[src/rtl/led_pattern_pkg.sv]
// LED pattern generator shared types: mode encodings and pattern helpers.
package led_pattern_pkg;

    typedef enum logic [1:0] {
        MODE_ROTL   = 2'b00,
        MODE_ROTR   = 2'b01,
        MODE_BOUNCE = 2'b10,
        MODE_FILL   = 2'b11
    } mode_e;

    function automatic logic [31:0] init_pattern(input mode_e m);
        return (m == MODE_FILL) ? 32'd0 : 32'd1;
    endfunction

    // Thermometer mask with the low k bits set, i.e. (2^k)-1.
    function automatic logic [31:0] fill_mask(input logic [5:0] k);
        logic [31:0] m;
        m = '0;
        for (int i = 0; i < 32; i++) begin
            m[i] = (6'(i) < k);
        end
        return m;
    endfunction

endpackage

[src/rtl/led_pattern_if.sv]
// Control/status bundle between a pattern consumer and the generator.
interface led_pattern_if #(
    parameter int LED_W = 8
);
    logic             Run;
    logic [1:0]       Mode;
    logic [1:0]       Speed;
    logic [LED_W-1:0] LED;
    logic             Step;

    modport master (output Run, Mode, Speed, input LED, Step);
    modport slave  (input Run, Mode, Speed, output LED, Step);
endinterface

[src/rtl/led_pattern_gen_timer.sv]
// Clock-enable step timer: strobes once every STEP_CYCLES >> speed cycles.
module step_timer #(
    parameter int STEP_CYCLES = 25_000_000
) (
    input  logic       clk,
    input  logic       rst,
    input  logic       run,
    input  logic [1:0] speed,
    input  logic       clear,
    output logic       strobe
);
    localparam int TW = $clog2(STEP_CYCLES);

    logic [TW-1:0] r_count;
    logic [31:0]   w_period;
    logic [31:0]   w_count;

    assign w_period = 32'(STEP_CYCLES) >> speed;
    assign w_count  = 32'(r_count);
    // >= rather than == so a faster speed past the new limit fires at once.
    assign strobe   = run && (w_count >= (w_period - 32'd1));

    always_ff @(posedge clk) begin
        if (rst || clear) begin
            r_count <= '0;
        end else if (strobe) begin
            r_count <= '0;
        end else if (run) begin
            r_count <= r_count + 1'b1;
        end
    end

endmodule

[src/rtl/led_pattern_gen.sv]
// LED pattern generator: rotate, bounce and fill patterns on a step timer.
module led_pattern_gen
    import led_pattern_pkg::*;
#(
    parameter int LED_W       = 8,
    parameter int STEP_CYCLES = 25_000_000
) (
    input  logic          CLK_50MHz,
    input  logic          Reset,
    led_pattern_if.slave  bus
);
    localparam int KW = $clog2(LED_W + 1);

    logic [LED_W-1:0] r_led;
    logic [LED_W-1:0] w_led_nxt;
    logic             r_step;
    logic             r_dir_up;
    logic             w_dir_nxt;
    logic [KW-1:0]    r_k;
    logic [KW-1:0]    w_k_nxt;
    mode_e            r_prev_mode;
    mode_e            w_mode;
    logic             w_strobe;
    logic             w_mode_chg;
    logic             w_take;
    logic             w_onehot;
    logic             w_up;

    assign w_mode     = mode_e'(bus.Mode);
    // A change seen while frozen stays pending until Run returns.
    assign w_mode_chg = bus.Run && (w_mode != r_prev_mode);
    assign w_take     = w_strobe && !w_mode_chg;

    step_timer #(
        .STEP_CYCLES (STEP_CYCLES)
    ) u_timer (
        .clk    (CLK_50MHz),
        .rst    (Reset),
        .run    (bus.Run),
        .speed  (bus.Speed),
        .clear  (w_mode_chg),
        .strobe (w_strobe)
    );

    assign w_onehot = (r_led != '0) && ((r_led & (r_led - 1'b1)) == '0);
    assign w_up     = r_dir_up ? !r_led[LED_W-1] : r_led[0];

    always_comb begin
        w_led_nxt = r_led;
        w_dir_nxt = r_dir_up;
        w_k_nxt   = r_k;
        unique case (w_mode)
            MODE_ROTL: begin
                w_led_nxt = w_onehot ? {r_led[LED_W-2:0], r_led[LED_W-1]}
                                     : LED_W'(1);
            end
            MODE_ROTR: begin
                w_led_nxt = w_onehot ? {r_led[0], r_led[LED_W-1:1]}
                                     : LED_W'(1);
            end
            MODE_BOUNCE: begin
                if (!w_onehot) begin
                    w_led_nxt = LED_W'(1);
                    w_dir_nxt = 1'b1;
                end else begin
                    w_led_nxt = w_up ? (r_led << 1) : (r_led >> 1);
                    w_dir_nxt = w_up ? !w_led_nxt[LED_W-1] : w_led_nxt[0];
                end
            end
            MODE_FILL: begin
                w_k_nxt   = (r_k == KW'(LED_W)) ? '0 : r_k + 1'b1;
                w_led_nxt = LED_W'(fill_mask(6'(w_k_nxt)));
            end
        endcase
    end

    always_ff @(posedge CLK_50MHz) begin
        if (Reset) begin
            r_led       <= LED_W'(1);
            r_step      <= 1'b0;
            r_dir_up    <= 1'b1;
            r_k         <= '0;
            r_prev_mode <= w_mode;
        end else begin
            r_step <= w_take;
            if (w_mode_chg) begin
                r_led       <= LED_W'(init_pattern(w_mode));
                r_dir_up    <= 1'b1;
                r_k         <= '0;
                r_prev_mode <= w_mode;
            end else if (w_take) begin
                r_led    <= w_led_nxt;
                r_dir_up <= w_dir_nxt;
                r_k      <= w_k_nxt;
            end
        end
    end

    assign bus.LED  = r_led;
    assign bus.Step = r_step;

endmodule

[src/flat_wrapper.sv]
// flat-port wrapper written by rule: the top's interface ports become plain ports
module led_pattern_gen_flat import led_pattern_pkg::*;
#(
    parameter int LED_W       = 8,
    parameter int STEP_CYCLES = 25_000_000
)
  (CLK_50MHz, Reset, bus_Run, bus_Mode, bus_Speed, bus_LED, bus_Step);
  led_pattern_if #(.LED_W(LED_W)) bus_i ();
  input  logic CLK_50MHz;
  input  logic Reset;
  input wire logic [$bits(bus_i.Run)-1:0] bus_Run;
  input wire logic [$bits(bus_i.Mode)-1:0] bus_Mode;
  input wire logic [$bits(bus_i.Speed)-1:0] bus_Speed;
  output wire logic [$bits(bus_i.LED)-1:0] bus_LED;
  output wire logic [$bits(bus_i.Step)-1:0] bus_Step;
  assign bus_i.Run = bus_Run;
  assign bus_i.Mode = bus_Mode;
  assign bus_i.Speed = bus_Speed;
  assign bus_LED = bus_i.LED;
  assign bus_Step = bus_i.Step;
  led_pattern_gen #(.LED_W(LED_W), .STEP_CYCLES(STEP_CYCLES)) u_core (.CLK_50MHz(CLK_50MHz), .Reset(Reset), .bus(bus_i));
endmodule
[config.mk]
export PLATFORM = sky130hd
export DESIGN_NAME = led_pattern_gen_flat
export DESIGN_NICKNAME = d
export VERILOG_FILES = /design/src/rtl/led_pattern_pkg.sv /design/src/rtl/led_pattern_if.sv /design/src/rtl/led_pattern_gen_timer.sv /design/src/rtl/led_pattern_gen.sv /design/src/flat_wrapper.sv
export SDC_FILE = /design/constraint.sdc
export NUM_CORES = 1
export LEC_CHECK = 0
export CORE_MARGIN = 4
export CORE_UTILIZATION = 60
export CTS_CLUSTER_DIAMETER = 150
export DETAILED_ROUTE_END_ITERATION = 8
export DONT_BUFFER_PORTS = 1
export GPL_ROUTABILITY_DRIVEN = 0
export PLACE_DENSITY_LB_ADDON = 0.1
export SLEW_MARGIN = 0
export SYNTH_ARGS = -nofsm -noshare
export SYNTH_HDL_FRONTEND = slang
export SYNTH_HIERARCHICAL = 1
export SYNTH_SLANG_ARGS = --single-unit
export TNS_END_PERCENT = 10
[constraint.sdc]
create_clock -name CLK_50MHz -period 8.1 [get_ports CLK_50MHz]
set_input_delay 1.215 -clock CLK_50MHz [delete_from_list [all_inputs] [get_ports CLK_50MHz]]
set_output_delay 1.215 -clock CLK_50MHz [all_outputs]
set_load 0.005 [all_outputs]
== After elaboration in Yosys (flattened, before gate mapping) ==
Cells that the tools add are included.

* Register bits: 41
* Bits in latches: 0
* RAM bits: 0
* ROM bits: 0
* Input port bits: 7
* Output and inout bits: 9
* Word-level logic and storage cells: 57
* Memories: 0

* Add/sub/neg operators: 4
* Multiply operators: 0
* Divide/modulo/power cells: 0
* $lt $le $gt $ge: 9
* Equality and inequality tests: 5
* Shift-type cells: 1
* Multiplexer cells: 14
* Bitwise logic cells: 1
* Reductions and logical operators: 17

{| class="wikitable"
|+ Operator list
! operator !! number
|-
| $mux W8 || 6
|-
| $ge A25 B32 Y1 || 1
|-
| $pmux W8 S4 || 1
|-
| $shr A25 B2 Y32 const A || 1
|-
| $sub A32 B1 Y32 const B || 1
|-
| $add A25 B1 Y25 const B || 1
|-
| $lt A3 B4 Y1 const A || 4
|-
| $and A8 B8 Y8 || 1
|-
| $logic_not A8 Y1 || 1
|-
| $lt A1 B4 Y1 const A || 2
|-
| $lt A2 B4 Y1 const A || 2
|-
| $reduce_bool A8 Y1 || 1
|-
| $sub A8 B1 Y8 const B || 1
|-
| $add A4 B1 Y4 const B || 1
|-
| $eq A2 B2 Y1 const B || 2
|-
| $eq A4 B4 Y1 const B || 1
|-
| $logic_and A1 B1 Y1 || 4
|-
| $mux W1 || 4
|-
| $mux W2 || 2
|-
| $mux W4 || 1
|-
| $reduce_and A2 Y1 || 2
|-
| $reduce_bool A2 Y1 || 2
|-
| $reduce_or A2 Y1 || 2
|-
| $logic_not A1 Y1 || 3
|-
| other kinds (4) || 4
|}

== Longest topological paths before layout ==
* Word-level depth: 8
* Depth in mapped cells: 14
* Gate-level depth less buffers: 13

== Hierarchy ==
Netlist, hierarchy kept.

{| class="wikitable"
|+ Modules (own cells, without submodules)
! module !! times used !! cells each !! area an instance (um^2)
|-
| step_timer || 1 || 195 || 1710.4
|-
| led_pattern_gen || 1 || 154 || 1213.7
|}

== Worst setup path after synthesis ==
OpenSTA, ideal clock, no wires.

* Kind: input to register
* From: in bus_Speed[0]
* To: reg u_core.r_led[3], in the netlist u_core/bus.LED[3]
* Arrival time: 3.462 ns
* Required time: 7.972 ns
* Slack: 4.510 ns
* Stages: 13
* Path through: inv_1 > nand2_1 > ha_1 > ha_1 > a211o_1 > a221o_1 > a221oi_2 > o22ai_2 > buf_6 > inv_1 > nor2_2 > a32oi_1 > o41ai_2

* Longest elaborated chain between the ends: 6

{| class="wikitable"
|+ Ends and longest elaborated chain
! element !! RTL line !! RTL
|-
| start, declared || flat_wrapper.sv:13 || <nowiki>input wire logic [$bits(bus_i.Speed)-1:0] bus_Speed;</nowiki>
|-
| $shr A25 B2 Y32 || led_pattern_gen_timer.sv:18 || <nowiki>assign w_period = 32'(STEP_CYCLES) >> speed;</nowiki>
|-
| $sub A32 B1 Y32 || led_pattern_gen_timer.sv:21 || <nowiki>assign strobe = run && (w_count >= (w_period - 32'd1));</nowiki>
|-
| $ge A25 B32 Y1 || led_pattern_gen_timer.sv:21 ||
|-
| $logic_and A1 B1 Y1 || led_pattern_gen_timer.sv:21 ||
|-
| net u_core.w_strobe || led_pattern_gen.sv:23 || <nowiki>logic w_strobe;</nowiki>
|-
| $logic_and A1 B1 Y1 || led_pattern_gen.sv:32 || <nowiki>assign w_take = w_strobe && !w_mode_chg;</nowiki>
|-
| $reduce_bool A2 Y1 (no line) || - ||
|-
| end signal, assigned || led_pattern_gen.sv:87 || <nowiki>r_led <= LED_W'(init_pattern(w_mode));</nowiki>
|-
| end signal, assigned || led_pattern_gen.sv:92 || <nowiki>r_led <= w_led_nxt;</nowiki>
|-
| end, declared || led_pattern_gen.sv:14 || <nowiki>logic [LED_W-1:0] r_led;</nowiki>
|}

The timed path passes the listed nets, and every way through them passes these cells.
A chain may end at the register's enable or synchronous reset.

== Final worst setup path ==
* From: in bus_Speed[0]
* To: reg u_core.r_k[3]

* Longest elaborated chain between the ends: 6

{| class="wikitable"
|+ Ends and longest elaborated chain
! element !! RTL line !! RTL
|-
| $shr A25 B2 Y32 || led_pattern_gen_timer.sv:18 ||
|-
| $sub A32 B1 Y32 || led_pattern_gen_timer.sv:21 ||
|-
| $ge A25 B32 Y1 || led_pattern_gen_timer.sv:21 ||
|-
| $logic_and A1 B1 Y1 || led_pattern_gen_timer.sv:21 ||
|-
| net u_core.w_strobe || led_pattern_gen.sv:23 ||
|-
| $logic_and A1 B1 Y1 || led_pattern_gen.sv:32 ||
|-
| $reduce_and A2 Y1 (no line) || - ||
|-
| end signal, assigned || led_pattern_gen.sv:94 || <nowiki>r_k <= w_k_nxt;</nowiki>
|-
| end, declared || led_pattern_gen.sv:19 || <nowiki>logic [KW-1:0] r_k;</nowiki>
|}

The timed path passes the listed nets, and every way through them passes these cells.

==> metrics.txt <==
IO Pins=16; Slew @ Worst Pin=739 ps; Peak Freq=0.266 GHz; clk slew on worst S/H paths=80 ps; crit path time final=3760 ps; post-synthesis sequential area ratio=28.8%; Gate Count Post-Synth=349; hold-fix buffer count after cts=0; post-DP HPWL=4620 um; setup repair after global routing missed its margin=false; crit path buf inv count=2; die height=77.8 um; FP Rows=25; drt initial violations=141; post-route ant nets=0; ranking of synthesized cells by area=dfxtp_1 27%, ha_1 11%, xnor2_1 5.7%; CP startpoint kind=primary input; worst skew pair latency=290 ps; synth unique cells=62; critical path arrival=3980 ps; Top FF cell, synth=dfxtp_1; Final Max Slew Viols=0; first-pass iteration count of the detailed router=6; Final Hold Vio Count=0; Clock Tree Buf Depth=2; final setup vio count=0; Multi-input gate area=0.00193 mm^2; crit path max fanout=16; hold_ws=564 ps; Final nets=376; # port buffers=0; vias in the first global route=2458; # Post-CTS Setup Buffers=0; CTS H-tree lvls=2; max_cap viols=0; post-synthesis register bit count=41; worst clock skew=6.49 ps; CTS root buffer=clkbuf_8; DRC violations left=0; critical path class=in -> reg; peak supply drop=110 uV; Chip Width=77.8 um; # diodes=0; ratio of cells with drive above 1 in the final layout=8.70%; Layout area overhead=4.54%; simple logic cell fraction of the synthesized area=27.4%; fillcell total=432; clk sinks=41; largest family of logic cells by synthesized area=simple AND/OR/NAND/NOR gates; initial antenna violation count=0; first-pass GRT wire length=11100 um; ys async rst share=0%; TritonCTS clock tree=done; YS warnings=6; core box area=0.00472 mm^2; CP max-delay cell=o22ai_2; via/cell ratio=6.09; CP delay by family, top=compound AO/OA/AOI/OAI gates; Synth area leader=dfxtp_1; Crit path largest cell delay=560 ps; GRT Total Usage=22.0%; Starting Density=61.9%; CP Capture Type=flip-flop; drt total wl=6320 um; CTS Buf Count=5; largest net degree at the start of global routing=26; CP most frequent cell=ha_1; synthesized area per cell=8.38 um^2; Cell Area, Synth=0.00292 mm^2; WL per Instance=15.3 um; CP cell instances=inv_1 -> nand2_1 -> ha_1 -> ha_1 -> and4b_2 -> a221o_1 -> a221oi_2 -> o22ai_2 -> buf_4 -> nand3_1 -> or3_1 -> a31oi_1; Post-synth EDFFs=2; area share of xor/xnor cells in the synthesized design=7.79%; Post-Synth Adder-Cell Area=10.7%; DIE AREA=0.00605 mm^2; post-synthesis mux area share=2.10%; most frequent cells in the layout=39 x dfxtp_1, 30 x nand2_1, 30 x nor3_1, 29 x nor2_1, 25 x ha_1; Compound-Gate Fraction of Synth Area=17.6%; total global routing overflow=0; P_leak=1.15 nW; setup_tns=0 ps; Register Area=841 um^2; via count=2508; period utilization=46.5%; commonest non-fill, non-tap cell in the layout=dfxtp_1; Req. time, crit path=8320 ps; share of the synthesized area in the top cell type=26.7%; status=finished clean; slew margin rel.=50.8%; CTS resizes=0; Power Dens Cells=134 mW/mm^2; hold crit path type=reg -> reg
path summary, 6_finish.rpt:
kind	start	endpoint	slack (ps)	cells after the start
setup / recovery	bus_Speed[0]	u_core/r_k[3]	4340	12
hold / removal	u_core/u_timer/r_count[24]	u_core/u_timer/r_count[24]	560	2
setup reg to reg	u_core/u_timer/r_count[15]	u_core/r_k[3]	5160	9
hold reg to reg	u_core/u_timer/r_count[24]	u_core/u_timer/r_count[24]	560	2
power breakdown:
group / switching, mW / internal, mW / leakage, nW
clock: 0.0698 / 0.101 / 0.0585
combinational: 0.0204 / 0.0108 / 0.759
sequential: 0.00290 / 0.205 / 0.335
total: 0.0931 / 0.316 / 1.15
Yosys cell counts (all sizes together) (14+ instances only):
library cell and instances:
nand2 30, a21oi 18, nand3 15, o21ai 14, nor2 31, inv 22
dfxtp 39, xnor2 19, ha 25, nor3 34
registers in the layout, summed over array words and instances, names as in the netlist:
| name | flops |
|---|---|
| u_core/u_timer/r_count | 25 |
| u_core/r_dir_up | 1 |
| u_core/bus.LED | 8 |
| u_core/r_prev_mode | 2 |
| u_core/bus.Step | 1 |
| u_core/r_k | 4 |
routing by layer:
metal  up-vias  share of wire, %  GRT usage (%)
li1       1262                 -              -
met1      1171                45           27.0
met2        58                49           37.6
met3        17               4.1           4.06
met4         0               2.1           8.90
met5         -                 0              0
worst min-delay path: stages, from the launching register on:
cell and delay (ps):
dfxtp_1 330, xnor2_1 150, nor3_1 40
cell type report:
cell class              count  share of cell area (%)
inverters                  22                    2.70
repair buffers              1                   0.246
clock inverters             1                   0.982
multi-input cells         273                    63.0
clock buffers               7                    2.82
well taps                  67                    2.74
flip-flops and latches     41                    27.5
through the flow:
step | total power, mW | worst slack [ps] | util [%] | area, um^2 | instances
4_1_cts | 0.415 | 4330 | 64.7 | 3060 | 412
3_3_place_gp | 0.243 | 4090 | 62.3 | 2940 | 404
6_report | 0.409 | 4340 | 64.7 | 3060 | 412
5_1_grt | 0.428 | 4070 | 64.7 | 3060 | 412
3_5_place_dp | 0.244 | 4020 | 62.3 | 2940 | 404
2_1_floorplan | 0.239 | 4510 | - | 2930 | 350
cells by family after synthesis:
group / Yosys count
compound gates: 71
xor+xnor: 26
fa+ha+maj: 25
buf+inv: 36
flops: 41
mux: 6
other cells: 1
simple gates: 143
Note: power is estimated with default switching activity, not from simulation.
